[src/rtl/ysyx_lsu.sv]
// Load/store unit: turns one execute-stage request at a time into an AXI4-Lite
// read or write, aligning store byte lanes and extending returned load data.
module ysyx_lsu #(
  parameter int BIT_W = 32
) (
  input  logic             clk,
  input  logic             rst,
  input  logic             avalid_i,
  input  logic             ren_i,
  input  logic             wen_i,
  input  logic [BIT_W-1:0] addr_i,
  input  logic [BIT_W-1:0] wdata_i,
  input  logic [3:0]       alu_op_i,
  output logic [BIT_W-1:0] rdata_o,
  output logic             rvalid_o,
  output logic             wready_o,
  output logic             err_o,
  output logic [BIT_W-1:0] araddr_o,
  output logic             arvalid_o,
  input  logic             arready_i,
  input  logic [BIT_W-1:0] rdata_i,
  input  logic [1:0]       rresp_i,
  input  logic             rvalid_i,
  output logic             rready_o,
  output logic [BIT_W-1:0] awaddr_o,
  output logic             awvalid_o,
  input  logic             awready_i,
  output logic [BIT_W-1:0] wdata_o,
  output logic [3:0]       wstrb_o,
  output logic             wvalid_o,
  input  logic             wready_i,
  input  logic [1:0]       bresp_i,
  input  logic             bvalid_i,
  output logic             bready_o
);

  typedef enum logic [2:0] {IDLE, AR, R, AW_W, B, DONE} state_t;

  state_t           state_q, state_d;
  logic             armed_q, armed_d;
  logic [1:0]       off_q, off_d;
  logic [1:0]       size_q, size_d;
  logic             uns_q, uns_d;

  logic [BIT_W-1:0] rdata_d, araddr_d, awaddr_d, wdata_d;
  logic [3:0]       wstrb_d;
  logic             rvalid_d, wready_d, err_d;
  logic             arvalid_d, rready_d, awvalid_d, wvalid_d, bready_d;

  logic             conflict, misaligned;
  logic [3:0]       size_mask;
  logic [BIT_W-1:0] shifted, load_ext;
  logic             unused_op_bit;

  assign unused_op_bit = alu_op_i[3];

  assign conflict   = (ren_i == wen_i);
  assign misaligned = (alu_op_i[1:0] == 2'b01 && addr_i[0]) ||
                      (alu_op_i[1] && addr_i[1:0] != 2'b00);
  assign size_mask  = alu_op_i[1] ? 4'b1111 : (alu_op_i[0] ? 4'b0011 : 4'b0001);

  assign shifted = rdata_i >> {off_q, 3'b000};

  always_comb begin
    case (size_q)
      2'b00:   load_ext = {{(BIT_W-8){~uns_q & shifted[7]}}, shifted[7:0]};
      2'b01:   load_ext = {{(BIT_W-16){~uns_q & shifted[15]}}, shifted[15:0]};
      default: load_ext = shifted;
    endcase
  end

  // armed only returns once avalid_i has been seen low, so a request held
  // through DONE is never accepted twice.
  always_comb begin
    state_d   = state_q;
    armed_d   = armed_q | ~avalid_i;
    off_d     = off_q;
    size_d    = size_q;
    uns_d     = uns_q;
    rdata_d   = rdata_o;
    err_d     = err_o;
    rvalid_d  = 1'b0;
    wready_d  = 1'b0;
    araddr_d  = araddr_o;
    arvalid_d = arvalid_o;
    rready_d  = rready_o;
    awaddr_d  = awaddr_o;
    awvalid_d = awvalid_o;
    wdata_d   = wdata_o;
    wstrb_d   = wstrb_o;
    wvalid_d  = wvalid_o;
    bready_d  = bready_o;
    case (state_q)
      IDLE: begin
        if (avalid_i && armed_q) begin
          armed_d = 1'b0;
          off_d   = addr_i[1:0];
          size_d  = alu_op_i[1:0];
          uns_d   = alu_op_i[2];
          if (conflict || misaligned) begin
            state_d = DONE;
            err_d   = 1'b1;
            if (wen_i && !ren_i) begin
              wready_d = 1'b1;
            end else begin
              rvalid_d = 1'b1;
              rdata_d  = '0;
            end
          end else if (ren_i) begin
            state_d   = AR;
            araddr_d  = addr_i;
            arvalid_d = 1'b1;
          end else begin
            state_d   = AW_W;
            awaddr_d  = addr_i;
            awvalid_d = 1'b1;
            wvalid_d  = 1'b1;
            wdata_d   = wdata_i << {addr_i[1:0], 3'b000};
            wstrb_d   = size_mask << addr_i[1:0];
          end
        end
      end
      AR: begin
        if (arready_i) begin
          arvalid_d = 1'b0;
          rready_d  = 1'b1;
          state_d   = R;
        end
      end
      R: begin
        if (rvalid_i) begin
          rready_d = 1'b0;
          rvalid_d = 1'b1;
          err_d    = |rresp_i;
          rdata_d  = (rresp_i != 2'b00) ? '0 : load_ext;
          state_d  = DONE;
        end
      end
      AW_W: begin
        awvalid_d = awvalid_o & ~awready_i;
        wvalid_d  = wvalid_o & ~wready_i;
        if (!awvalid_d && !wvalid_d) begin
          bready_d = 1'b1;
          state_d  = B;
        end
      end
      B: begin
        if (bvalid_i) begin
          bready_d = 1'b0;
          wready_d = 1'b1;
          err_d    = |bresp_i;
          state_d  = DONE;
        end
      end
      DONE:    state_d = IDLE;
      default: state_d = IDLE;
    endcase
  end

  always_ff @(posedge clk or negedge rst) begin
    if (!rst) begin
      state_q   <= IDLE;
      armed_q   <= 1'b1;
      off_q     <= 2'b00;
      size_q    <= 2'b00;
      uns_q     <= 1'b0;
      rdata_o   <= '0;
      err_o     <= 1'b0;
      rvalid_o  <= 1'b0;
      wready_o  <= 1'b0;
      araddr_o  <= '0;
      arvalid_o <= 1'b0;
      rready_o  <= 1'b0;
      awaddr_o  <= '0;
      awvalid_o <= 1'b0;
      wdata_o   <= '0;
      wstrb_o   <= 4'b0000;
      wvalid_o  <= 1'b0;
      bready_o  <= 1'b0;
    end else begin
      state_q   <= state_d;
      armed_q   <= armed_d;
      off_q     <= off_d;
      size_q    <= size_d;
      uns_q     <= uns_d;
      rdata_o   <= rdata_d;
      err_o     <= err_d;
      rvalid_o  <= rvalid_d;
      wready_o  <= wready_d;
      araddr_o  <= araddr_d;
      arvalid_o <= arvalid_d;
      rready_o  <= rready_d;
      awaddr_o  <= awaddr_d;
      awvalid_o <= awvalid_d;
      wdata_o   <= wdata_d;
      wstrb_o   <= wstrb_d;
      wvalid_o  <= wvalid_d;
      bready_o  <= bready_d;
    end
  end

endmodule

[config.mk]
export PLATFORM = sky130hd
export DESIGN_NAME = ysyx_lsu
export DESIGN_NICKNAME = d
export VERILOG_FILES = /design/src/rtl/ysyx_lsu.sv
export SDC_FILE = /design/constraint.sdc
export NUM_CORES = 1
export LEC_CHECK = 0
export ABC_AREA = 1
export CAP_MARGIN = 30
export CORE_ASPECT_RATIO = 1.2
export CORE_MARGIN = 2
export CORE_UTILIZATION = 49
export CTS_CLUSTER_SIZE = 20
export DETAILED_ROUTE_END_ITERATION = 12
export PLACE_DENSITY = 0.86
export REMOVE_ABC_BUFFERS = 1
export SYNTH_ARGS = -nofsm -noshare
export SYNTH_HDL_FRONTEND = slang
export SYNTH_SLANG_ARGS = --single-unit
[constraint.sdc]
create_clock -name clk -period 2.52 [get_ports clk]
set_clock_uncertainty 0.15 [all_clocks]
set_input_delay 0.252 -clock clk [delete_from_list [all_inputs] [get_ports clk]]
set_output_delay 0.252 -clock clk [all_outputs]
set_load 0.02 [all_outputs]
== After elaboration in Yosys (flattened, before gate mapping) ==
Index checks and enable logic that the tools add are counted.
Word-level totals
  register bits after elaboration: 149
  bits of input ports: 114
  word-level logic and storage cells: 131
Operators by class
  eq/ne operators: 17
  shifts and indexed selects: 3
  mux-type cells: 50
  bitwise logic cells: 11
  reduce and logical (&&, ||, !) cells: 32
Operators with widths (count)
  two-way mux 32 bit: 5
  case mux 32 bit (2 select lines): 2
  << shifter 32 x 5 -> 32 bit: 1
  right shift 32 x 5 -> 32 bit: 1
  two-way mux 1 bit: 25
  inequality test 2 bit, second input constant: 10
  AND reduction 5 bit: 4
  two-way mux 3 bit: 6
  case mux 3 bit (5 select lines): 1
  case mux 1 bit (2 select lines): 7
  nonzero test 2 bit: 7
  AND reduction 4 bit: 3
  == test 3 x 2 -> 1 bit, second input constant: 2
  inverter 1 bit: 6
  AND reduction 3 bit: 2
  logical AND 1 bit: 5
  AND 1 bit: 4
  == test 2 x 1 -> 1 bit, second input constant: 2
  two-way mux 2 bit: 2
  two-way mux 4 bit: 1
  OR reduction 2 bit: 2
  << shifter 4 x 2 -> 4 bit: 1
  == test 3 x 1 -> 1 bit, second input constant: 1
  == test 3 bit, second input constant: 1
  9 further kinds: 12

== Longest topological paths before layout ==
Gate-level depths: netlist of the first run.
  depth in word-level cells: 7
  mapped depth: 11
  depth with buffers taken out: 9

== Worst setup path after synthesis of the first run ==
Ideal clock, no wire load.
  kind: input-to-reg
  start: input ren_i
  end: register wdata_o[24]
  data arrival time: 1467 ps
  data required time: 2253 ps
  path slack: 786 ps
  cell stages on the path: 11
  path through: inv_1 > ha_1 > a21oi_4 > nand2_4 > nor2_1 > nand2_1 > buf_6 > buf_6 > buf_6 > nand2_1 > nand2_1
Between the ends
  word-level cells in the longest chain between the ends: 4
  elaborated cells between the ends (all ways): 5
RTL lines
  start: declaration: line 9  | input logic ren_i,
  == test 1 bit: line 57  | assign conflict = (ren_i == wen_i);
  logical OR 1 bit: line 100  | if (conflict || misaligned) begin
  inverter 1 bit (no line)
  AND reduction 4 bit (no line) *
  end signal: assignment: line 195  | wdata_o <= wdata_d;
  end: declaration: line 28  | output logic [BIT_W-1:0] wdata_o,
Mark *: on every way between the ends. The rest lies on a longest branch, timed or not.
A chain may end at the register's enable or synchronous reset.

== Final worst setup path of the first run ==
  start: register off_q[1]
  end: register rdata_o[27]
Between the ends
  word-level cells in the longest chain between the ends: 6
  elaborated cells between the ends (all ways): 7
RTL lines
  start: declaration: line 41  | logic [1:0] off_q, off_d;
  start signal: assignment: line 164  | off_q <= 2'b00;
  start signal: assignment: line 183  | off_q <= off_d;
  right shift 32 x 5 -> 32 bit *: line 62  | assign shifted = rdata_i >> {off_q, 3'b000};
  AND 1 bit, on equally long branches: line 67, 66
  case mux 32 bit (2 select lines) *: line 65  | case (size_q)
  two-way mux 32 bit *: line 135  | rdata_d = (rresp_i != 2'b00) ? '0 : load_ext;
  two-way mux 32 bit *: line 131  | if (rvalid_i) begin
  case mux 32 bit (2 select lines) *: line 93  | case (state_q)
  end signal: assignment: line 186  | rdata_o <= rdata_d;
  end: declaration: line 14  | output logic [BIT_W-1:0] rdata_o,
Mark *: on every way between the ends. The rest lies on a longest branch, timed or not. The select of a mux whose other input is x is not followed.

==> results of run 1 <==
==> power by group <==
part	switching (uW)	total [uW]	internal (uW)
clock network	1110	2450	1340
registers	511	3700	3190
logic	2860	5050	2190
==> cell families after synthesis <==
| family | after synthesis |
|---|---|
| AO/OA/AOI/OAI | 151 |
| adder cells (fa/ha/maj) | 1 |
| buffers and inverters | 133 |
| flip-flops | 149 |
| multiplexers | 1 |
| AND/OR/NAND/NOR | 502 |
==> critical path, delay by kind of cell (launching register included) <==
family | cells | cell delay (ns)
simple gates | 5 | 0.97
flops | 1 | 0.60
buf+inv | 1 | 0.38
==> through the flow <==
step                      TNS (ns)  utilization (%)
after floorplan             -65.19                -
after global placement           0             69.0
after detailed placement         0             69.0
after CTS                        0             73.1
after global routing             0             73.1
final                            0             73.1
==> state kept, by name (all words and copies together) (netlist names), 2 cells and up <==
signal	count
size_q	2
rdata_o	32
awaddr_o	32
off_q	2
araddr_o	32
wdata_o	32
state_q	3
wstrb_o	4
==> cells in the mapped netlist <==
cell,instances
a21oi_1,17
a21oi_4,1
buf_1,1
buf_2,26
buf_4,4
buf_6,3
clkbuf_1,20
clkinv_1,1
dfrtp_1,148
dfstp_2,1
ha_1,1
inv_1,77
inv_2,1
mux2_2,1
nand2_1,337
nand2_2,1
nand2_4,1
nand3_1,99
nand3_2,2
nand4_1,1
nand4_2,1
nor2_1,54
nor2_2,3
nor3_1,3
o211ai_1,7
o21ai_0,87
o21ai_1,30
o21ai_4,1
o22ai_1,1
o31ai_1,7
==> layer usage <==
| metal | wire length [um] | share of wire, % | vias to the layer above |
|---|---|---|---|
| met5 | 0 | 0 | - |
| met4 | 814 | 4.0 | 0 |
| met3 | 1400 | 6.9 | 61 |
| met2 | 10100 | 50 | 277 |
| met1 | 8030 | 39 | 3279 |
| li1 | - | - | 3484 |
==> repair_timing <==
item,CTS,global route
hold buffers,1,0
endpoints found under the setup margin,0,0
endpoints found under the hold margin,55,0
==> final cells by class <==
| cell class | count | area, um^2 |
|---|---|---|
| inverters | 79 | 297 |
| flip-flops and latches | 149 | 3730 |
| well taps | 175 | 219 |
| repair buffers | 277 | 2770 |
| clock buffers | 18 | 439 |
| multi-input cells | 655 | 2900 |
| fillers | 1068 | 3860 |
| clock inverters | 14 | 134 |
==> cells in the final DEF, fill, tap and decap left out, types with 2 or more instances in the layout <==
master	n
buf_4	19
nand3_2	2
nand3_1	99
o21ai_1	30
nand2_1	336
nor2_2	3
nand2_4	2
o31ai_1	7
nor3_1	3
nor2_1	54
clkbuf_16	17
o21ai_0	87
inv_8	5
inv_6	4
clkdlybuf4s50_1	250
a21oi_1	17
buf_12	5
dfrtp_1	148
clkinv_4	4
o211ai_1	7
inv_1	77
==> worst max path at each step <==
stage	end	cells after the start
after floorplan	awaddr_o[1]$_DFFE_PN0P_	9
after global placement	rdata_o[29]$_DFFE_PN0P_	10
after detailed placement	rdata_o[1]$_DFFE_PN0P_	10
after CTS	rdata_o[27]$_DFFE_PN0P_	6
after global routing	rdata_o[31]$_DFFE_PN0P_	6
final	rdata_o[27]$_DFFE_PN0P_	6
==> impl_metrics.prom, run 1 <==
# TYPE chip_impl_metric gauge
chip_impl_info{name="result_of_the_run",value="finished, final reports clean"} 1
chip_impl_metric{name="grt.met1_usage",unit="%"} 32.3
chip_impl_metric{name="post_drt_wl_per_cell",unit="um"} 14.9
chip_impl_metric{name="fp.dieArea",unit="um^2"} 15700
chip_impl_metric{name="post_cts_resize_count",unit=""} 0
chip_impl_metric{name="synth_area_per_cell",unit="um^2"} 7.67
chip_impl_metric{name="timing_max_transition_violations_final",unit=""} 0
chip_impl_metric{name="timing_worst_slew_pin_value",unit="ns"} 0.660
chip_impl_metric{name="grt_first_pass_wirelength",unit="um"} 32400
chip_impl_metric{name="netlist_area",unit="um^2"} 7190
chip_impl_metric{name="share_of_the_synthesized_area_in_compound_gates_ao_oa_aoi_oai",unit="%"} 11.3
chip_impl_metric{name="place.detailed.instances",unit=""} 1334
chip_impl_metric{name="instances_no_fill",unit=""} 1367
chip_impl_metric{name="dp_slack",unit="ns"} 0.0453
chip_impl_metric{name="whs",unit="ns"} 0.197
chip_impl_info{name="grt.busiest_layer",value="met2"} 1
chip_impl_info{name="critical_path.reg2reg.endpoint",value="rdata_o[27]$_DFFE_PN0P_"} 1
chip_impl_metric{name="worst_slew_margin_rel",unit="%"} 55.8
chip_impl_metric{name="firstDrtPassIters",unit=""} 5
chip_impl_info{name="synth_area_leader_cell",value="dfrtp_1"} 1
chip_impl_metric{name="ant_nets",unit=""} 0
chip_impl_metric{name="crit_fanout",unit=""} 19
chip_impl_metric{name="layout_worst_path_cycle_share",unit="%"} 87.9
chip_impl_metric{name="yosysSeqAreaShare",unit="%"} 51.9
chip_impl_metric{name="die_h",unit="um"} 137
chip_impl_metric{name="syn-instance-count",unit=""} 937
chip_impl_metric{name="ir_worst_vdd",unit="V"} 0.000696
chip_impl_metric{name="setup_slack",unit="ns"} 0.305
chip_impl_metric{name="drt-initial-drc-count",unit=""} 640
chip_impl_metric{name="place.gp.congestion",unit=""} 0.922
chip_impl_metric{name="max-cap-violations",unit=""} 0
chip_impl_metric{name="num_rows",unit=""} 48
chip_impl_metric{name="drc_violation_count_after_routing",unit=""} 0
chip_impl_metric{name="htreeDepth",unit=""} 4
chip_impl_info{name="critPathSlowestCell",value="dfrtp_1"} 1
chip_impl_metric{name="floorplan.io_pins",unit=""} 254
chip_impl_info{name="end_kind",value="flop"} 1
chip_impl_metric{name="cts_post_setup_buffers_inserted",unit=""} 0
chip_impl_metric{name="initial_antenna_violation_count",unit=""} 0
chip_impl_metric{name="insertedDiodeCount",unit=""} 0
chip_impl_metric{name="synth_area_in_adders",unit="%"} 0.174
chip_impl_metric{name="yosys.area_share.simple",unit="%"} 28.6
chip_impl_info{name="timing.critical_path.cells",value="inv_2 > nand3_1 > nand3_2 > nand3_2 > nand3_1 > nand2_1"} 1
chip_impl_metric{name="vias_in_the_first_global_route",unit=""} 6654
chip_impl_metric{name="timing.reg2reg.worst_path_depth",unit=""} 6
chip_impl_metric{name="power.leakage",unit="uW"} 0.00525
chip_impl_info{name="synth_top_family_by_area",value="simple AND/OR/NAND/NOR gates"} 1
chip_impl_metric{name="cpPeakStageDelay",unit="ns"} 0.60
chip_impl_metric{name="place_hpwl",unit="um"} 14400
chip_impl_metric{name="rrSetupSlack",unit="ns"} 0.30
chip_impl_metric{name="area_growth_syn_to_layout",unit="%"} 45.9
chip_impl_metric{name="initial_utilization",unit="%"} 50.1
chip_impl_metric{name="fmax",unit="MHz"} 451
chip_impl_metric{name="cp.required",unit="ns"} 2.67
chip_impl_metric{name="multiplexer_share_of_the_synthesized_area",unit="%"} 0.157
chip_impl_metric{name="synthesis.yosys.warnings",unit=""} 0
chip_impl_metric{name="drt-vias-per-instance",unit=""} 5.19
chip_impl_metric{name="met3_usage",unit="%"} 5.71
chip_impl_metric{name="nNetsFinal",unit=""} 1294
chip_impl_metric{name="groute.layer.met2.usage",unit="%"} 43.2
chip_impl_metric{name="final-hold-violation-count",unit=""} 0
chip_impl_metric{name="core",unit="um^2"} 14400
chip_impl_info{name="min_path_type",value="input port to async pin"} 1
chip_impl_info{name="cts-root-buf",value="clkbuf_16"} 1
chip_impl_metric{name="period_minus_slack",unit="ns"} 2.22
chip_impl_info{name="tritoncts",value="done"} 1
chip_impl_metric{name="final-setup-viol-count",unit=""} 0
chip_impl_metric{name="cts_inserted_buffers",unit=""} 17
chip_impl_metric{name="portBuffers",unit=""} 252
chip_impl_metric{name="fp.dieW",unit="um"} 115
chip_impl_metric{name="totalPowerFinal",unit="uW"} 11200
chip_impl_info{name="synthTopCellsByArea",value="dfrtp_1, nand2_1, nand3_1"} 1
chip_impl_metric{name="cellPowerDensity",unit="nW/um^2"} 1070
chip_impl_metric{name="synth.distinct_cells",unit=""} 30
chip_impl_metric{name="dr_total_vias",unit=""} 7101
chip_impl_metric{name="area_after_dpl",unit="um^2"} 9910
chip_impl_metric{name="grt_start_max_net_pins",unit=""} 65
chip_impl_metric{name="clkLatencyLatePin",unit="ns"} 0.42
chip_impl_info{name="cp-start-kind",value="flop"} 1
chip_impl_metric{name="wirelength",unit="um"} 20400
chip_impl_metric{name="timing.critical_path.arrival",unit="ns"} 2.36
chip_impl_info{name="timing.critical_path.from",value="off_q[1]$_DFFE_PN0P_"} 1
chip_impl_metric{name="synth-xor-area-share",unit="%"} 0
chip_impl_info{name="regToRegStartpoint",value="off_q[1]$_DFFE_PN0P_"} 1
chip_impl_metric{name="clock_sinks",unit=""} 149
chip_impl_metric{name="clock_input_transition_at_the_sequential_cells_of_the_worst_setup_and_hold_paths",unit="ns"} 0.06
chip_impl_metric{name="finalInstanceArea",unit="um^2"} 10500
chip_impl_metric{name="drive_above_1_share",unit="%"} 6.04
chip_impl_info{name="criticalPathCategory",value="flop to flop"} 1
chip_impl_metric{name="globalRouteTotalUtil",unit="%"} 26.0
chip_impl_metric{name="yosys.area.top_type_share",unit="%"} 51.5
chip_impl_info{name="rsz_0062_raised_after_global_routing",value="false"} 1
chip_impl_metric{name="buffer_depth_of_the_longest_clock_path",unit=""} 2
chip_impl_metric{name="grt_remaining_overflow",unit=""} 0
chip_impl_metric{name="synth.ff_latch_count",unit=""} 149
(Power assumes the default switching activity.)
==> inputs of run 2 (changes only) <==
Settings changed: SLEW_MARGIN set to 30.
==> results of run 2 <==
Final layout, timing and power as in run 1 (identical DEF).
==> inputs of run 3 (changes only) <==
Settings changed: CORE_UTILIZATION 49 to 35, PLACE_DENSITY 0.86 to 0.67.
Clock period 2.52 ns to 1.9 ns, I/O delays scaled along.
==> impl_metrics.prom, run 3 (synthesized netlist as in run 1, its figures left out) <==
# TYPE chip_impl_metric gauge
chip_impl_info{name="result_of_the_run",value="finished, final reports clean"} 1
chip_impl_metric{name="timing.critical_path.arrival",unit="ns"} 1.43
chip_impl_metric{name="globalRouteTotalUtil",unit="%"} 19.9
chip_impl_metric{name="nNetsFinal",unit=""} 1312
chip_impl_metric{name="dr_total_vias",unit=""} 6993
chip_impl_metric{name="ir_worst_vdd",unit="V"} 0.000928
chip_impl_metric{name="cpPeakStageDelay",unit="ns"} 0.63
chip_impl_metric{name="portBuffers",unit=""} 252
chip_impl_metric{name="initial_antenna_violation_count",unit=""} 1
chip_impl_metric{name="fp.dieW",unit="um"} 135
chip_impl_metric{name="drive_above_1_share",unit="%"} 7.44
chip_impl_metric{name="groute.layer.met2.usage",unit="%"} 32.6
chip_impl_metric{name="drt-initial-drc-count",unit=""} 443
chip_impl_metric{name="final-hold-violation-count",unit=""} 0
chip_impl_metric{name="whs",unit="ns"} 0.120
chip_impl_metric{name="buffer_depth_of_the_longest_clock_path",unit=""} 2
chip_impl_metric{name="fp.dieArea",unit="um^2"} 21700
chip_impl_info{name="grt.busiest_layer",value="met2"} 1
chip_impl_metric{name="dp_slack",unit="ns"} -0.321
chip_impl_metric{name="vias_in_the_first_global_route",unit=""} 6858
chip_impl_metric{name="max-cap-violations",unit=""} 0
chip_impl_metric{name="core",unit="um^2"} 20200
chip_impl_metric{name="htreeDepth",unit=""} 4
chip_impl_metric{name="met3_usage",unit="%"} 3.61
chip_impl_info{name="cts-root-buf",value="clkbuf_16"} 1
chip_impl_metric{name="initial_utilization",unit="%"} 35.6
chip_impl_metric{name="place.gp.congestion",unit=""} 0.880
chip_impl_metric{name="area_growth_syn_to_layout",unit="%"} 50.9
chip_impl_metric{name="drc_violation_count_after_routing",unit=""} 0
chip_impl_info{name="min_path_type",value="input port to async pin"} 1
chip_impl_metric{name="power.leakage",unit="uW"} 0.00537
chip_impl_info{name="critPathSlowestCell",value="clkdlybuf4s50_1"} 1
chip_impl_metric{name="post_drt_wl_per_cell",unit="um"} 14.3
chip_impl_info{name="final_common_cell",value="nand2_1"} 1
chip_impl_metric{name="clock_sinks",unit=""} 149
chip_impl_info{name="timing.critical_path.cells",value="clkdlybuf4s50_1"} 1
chip_impl_metric{name="clock_input_transition_at_the_sequential_cells_of_the_worst_setup_and_hold_paths",unit="ns"} 0.07
chip_impl_metric{name="grt_start_max_net_pins",unit=""} 65
chip_impl_metric{name="period_minus_slack",unit="ns"} 1.77
chip_impl_metric{name="worst_slew_margin_rel",unit="%"} 59.8
chip_impl_metric{name="grt_remaining_overflow",unit=""} 0
chip_impl_info{name="critical_path.top_delay_family",value="buffers and inverters"} 1
chip_impl_metric{name="setup_total_negative_slack",unit="ns"} 0
chip_impl_metric{name="grt.met1_usage",unit="%"} 26.0
chip_impl_metric{name="num_rows",unit=""} 57
chip_impl_metric{name="fmax",unit="MHz"} 567
chip_impl_metric{name="cts_inserted_buffers",unit=""} 17
chip_impl_metric{name="setup_slack",unit="ns"} 0.135
chip_impl_metric{name="cts_post_setup_buffers_inserted",unit=""} 0
chip_impl_metric{name="ant_nets",unit=""} 0
chip_impl_metric{name="place_hpwl",unit="um"} 15700
chip_impl_info{name="most-common-layout-cells",value="nand2_1, clkdlybuf4s50_1, dfrtp_1"} 1
chip_impl_metric{name="timing_max_transition_violations_final",unit=""} 0
chip_impl_metric{name="layout_worst_path_cycle_share",unit="%"} 92.9
chip_impl_metric{name="critical_path.n_buffers_inverters",unit=""} 1
chip_impl_metric{name="fillerInstances",unit=""} 1914
chip_impl_metric{name="cellPowerDensity",unit="nW/um^2"} 1390
chip_impl_info{name="end_kind",value="primary output"} 1
chip_impl_info{name="tritoncts",value="done"} 1
chip_impl_metric{name="firstDrtPassIters",unit=""} 5
chip_impl_metric{name="clkLatencyLatePin",unit="ns"} 0.42
chip_impl_metric{name="die_h",unit="um"} 161
chip_impl_metric{name="drt-vias-per-instance",unit=""} 4.74
chip_impl_metric{name="floorplan.io_pins",unit=""} 254
chip_impl_info{name="rsz_0062_raised_after_global_routing",value="true"} 1
chip_impl_info{name="criticalPathCategory",value="flop to primary output"} 1
chip_impl_metric{name="final-setup-viol-count",unit=""} 0
chip_impl_info{name="cp-start-kind",value="flop"} 1
chip_impl_metric{name="timing_worst_slew_pin_value",unit="ns"} 0.600
chip_impl_metric{name="crit_fanout",unit=""} 2
chip_impl_metric{name="wirelength",unit="um"} 21100
chip_impl_metric{name="cp.required",unit="ns"} 1.56
chip_impl_metric{name="grt_first_pass_wirelength",unit="um"} 34500
[run 3: changes by cell type in the layout (fill, tap and decap cells not counted), sizes merged]
cell,delta
buf,+18
bufinv,+2
clkbuf,+1
clkinv,+1
diode,+1
inv,-4
[run 3: area by class of cell]
| class | instances | area, um^2 | area share (%) |
|---|---|---|---|
| clock buffers | 19 | 443 | 4.08 |
| inverters | 79 | 297 | 2.73 |
| flip-flops and latches | 149 | 3730 | 34.4 |
| diodes | 1 | 2.50 | 0.0231 |
| multi-input cells | 655 | 2910 | 26.8 |
| repair buffers | 295 | 2990 | 27.6 |
| clock inverters | 13 | 146 | 1.35 |
| well taps | 265 | 332 | 3.06 |
[run 3: where the power goes]
| group | switching, uW | internal (uW) | total (uW) |
|---|---|---|---|
| Clock | 1380 | 1990 | 3380 |
| Sequential | 646 | 4240 | 4880 |
| Combinational | 3840 | 3030 | 6870 |
| Total | 5870 | 9260 | 15100 |
[run 3: worst reg2reg max path, cell delays in order (launching register included)]
cell and delay [ns]:
dfrtp_1 0.39, nor2_1 0.14, nand2_1 0.14, nor2_2 0.22, nand4_2 0.15, buf_12 0.21
nand2_1 0.14, o21ai_0 0.08
[run 3: through the flow]
step / std cells / total power [uW] / utilization (%) / cell area (um^2)
after global routing: 1475 / 16200 / 53.7 / 10800
final: 1476 / 15100 / 53.8 / 10900
after global placement: 1442 / 11700 / 50.7 / 10200
after floorplan: 883 / 8360 / - / 6920
after detailed placement: 1442 / 11800 / 50.7 / 10200
after CTS: 1475 / 15300 / 53.7 / 10800
[run 3: timing repair]
item,in CTS,in global routing
setup endpoints to repair,0,22
hold buffers,1,0
resized for setup,0,3
hold endpoints to repair,149,0
[run 3: metal layers]
| metal | part of all wire, % | up-vias |
|---|---|---|
| li1 | - | 3525 |
| met1 | 44 | 3186 |
| met2 | 48 | 241 |
| met3 | 5.7 | 41 |
| met4 | 2.8 | 0 |
| met5 | 0 | - |
[run 3: worst paths after layout]
kind	start	cells past startpoint	end	slack, ns
hold / removal	rst	2	wvalid_o$_DFFE_PN0P_	0.12
hold reg to reg	armed_q$_DFF_PN1_	2	armed_q$_DFF_PN1_	0.31
setup / recovery	wstrb_o[3]$_DFFE_PN0P_	1	wstrb_o[3]	0.13
setup reg to reg	state_q[0]$_DFFE_PN0P_	7	araddr_o[28]$_DFFE_PN0P_	0.15
min in group clk	addr_i[0]	3	awaddr_o[0]$_DFFE_PN0P_	0.14
max in group asynchronous	rst	3	araddr_o[5]$_DFFE_PN0P_	0.87
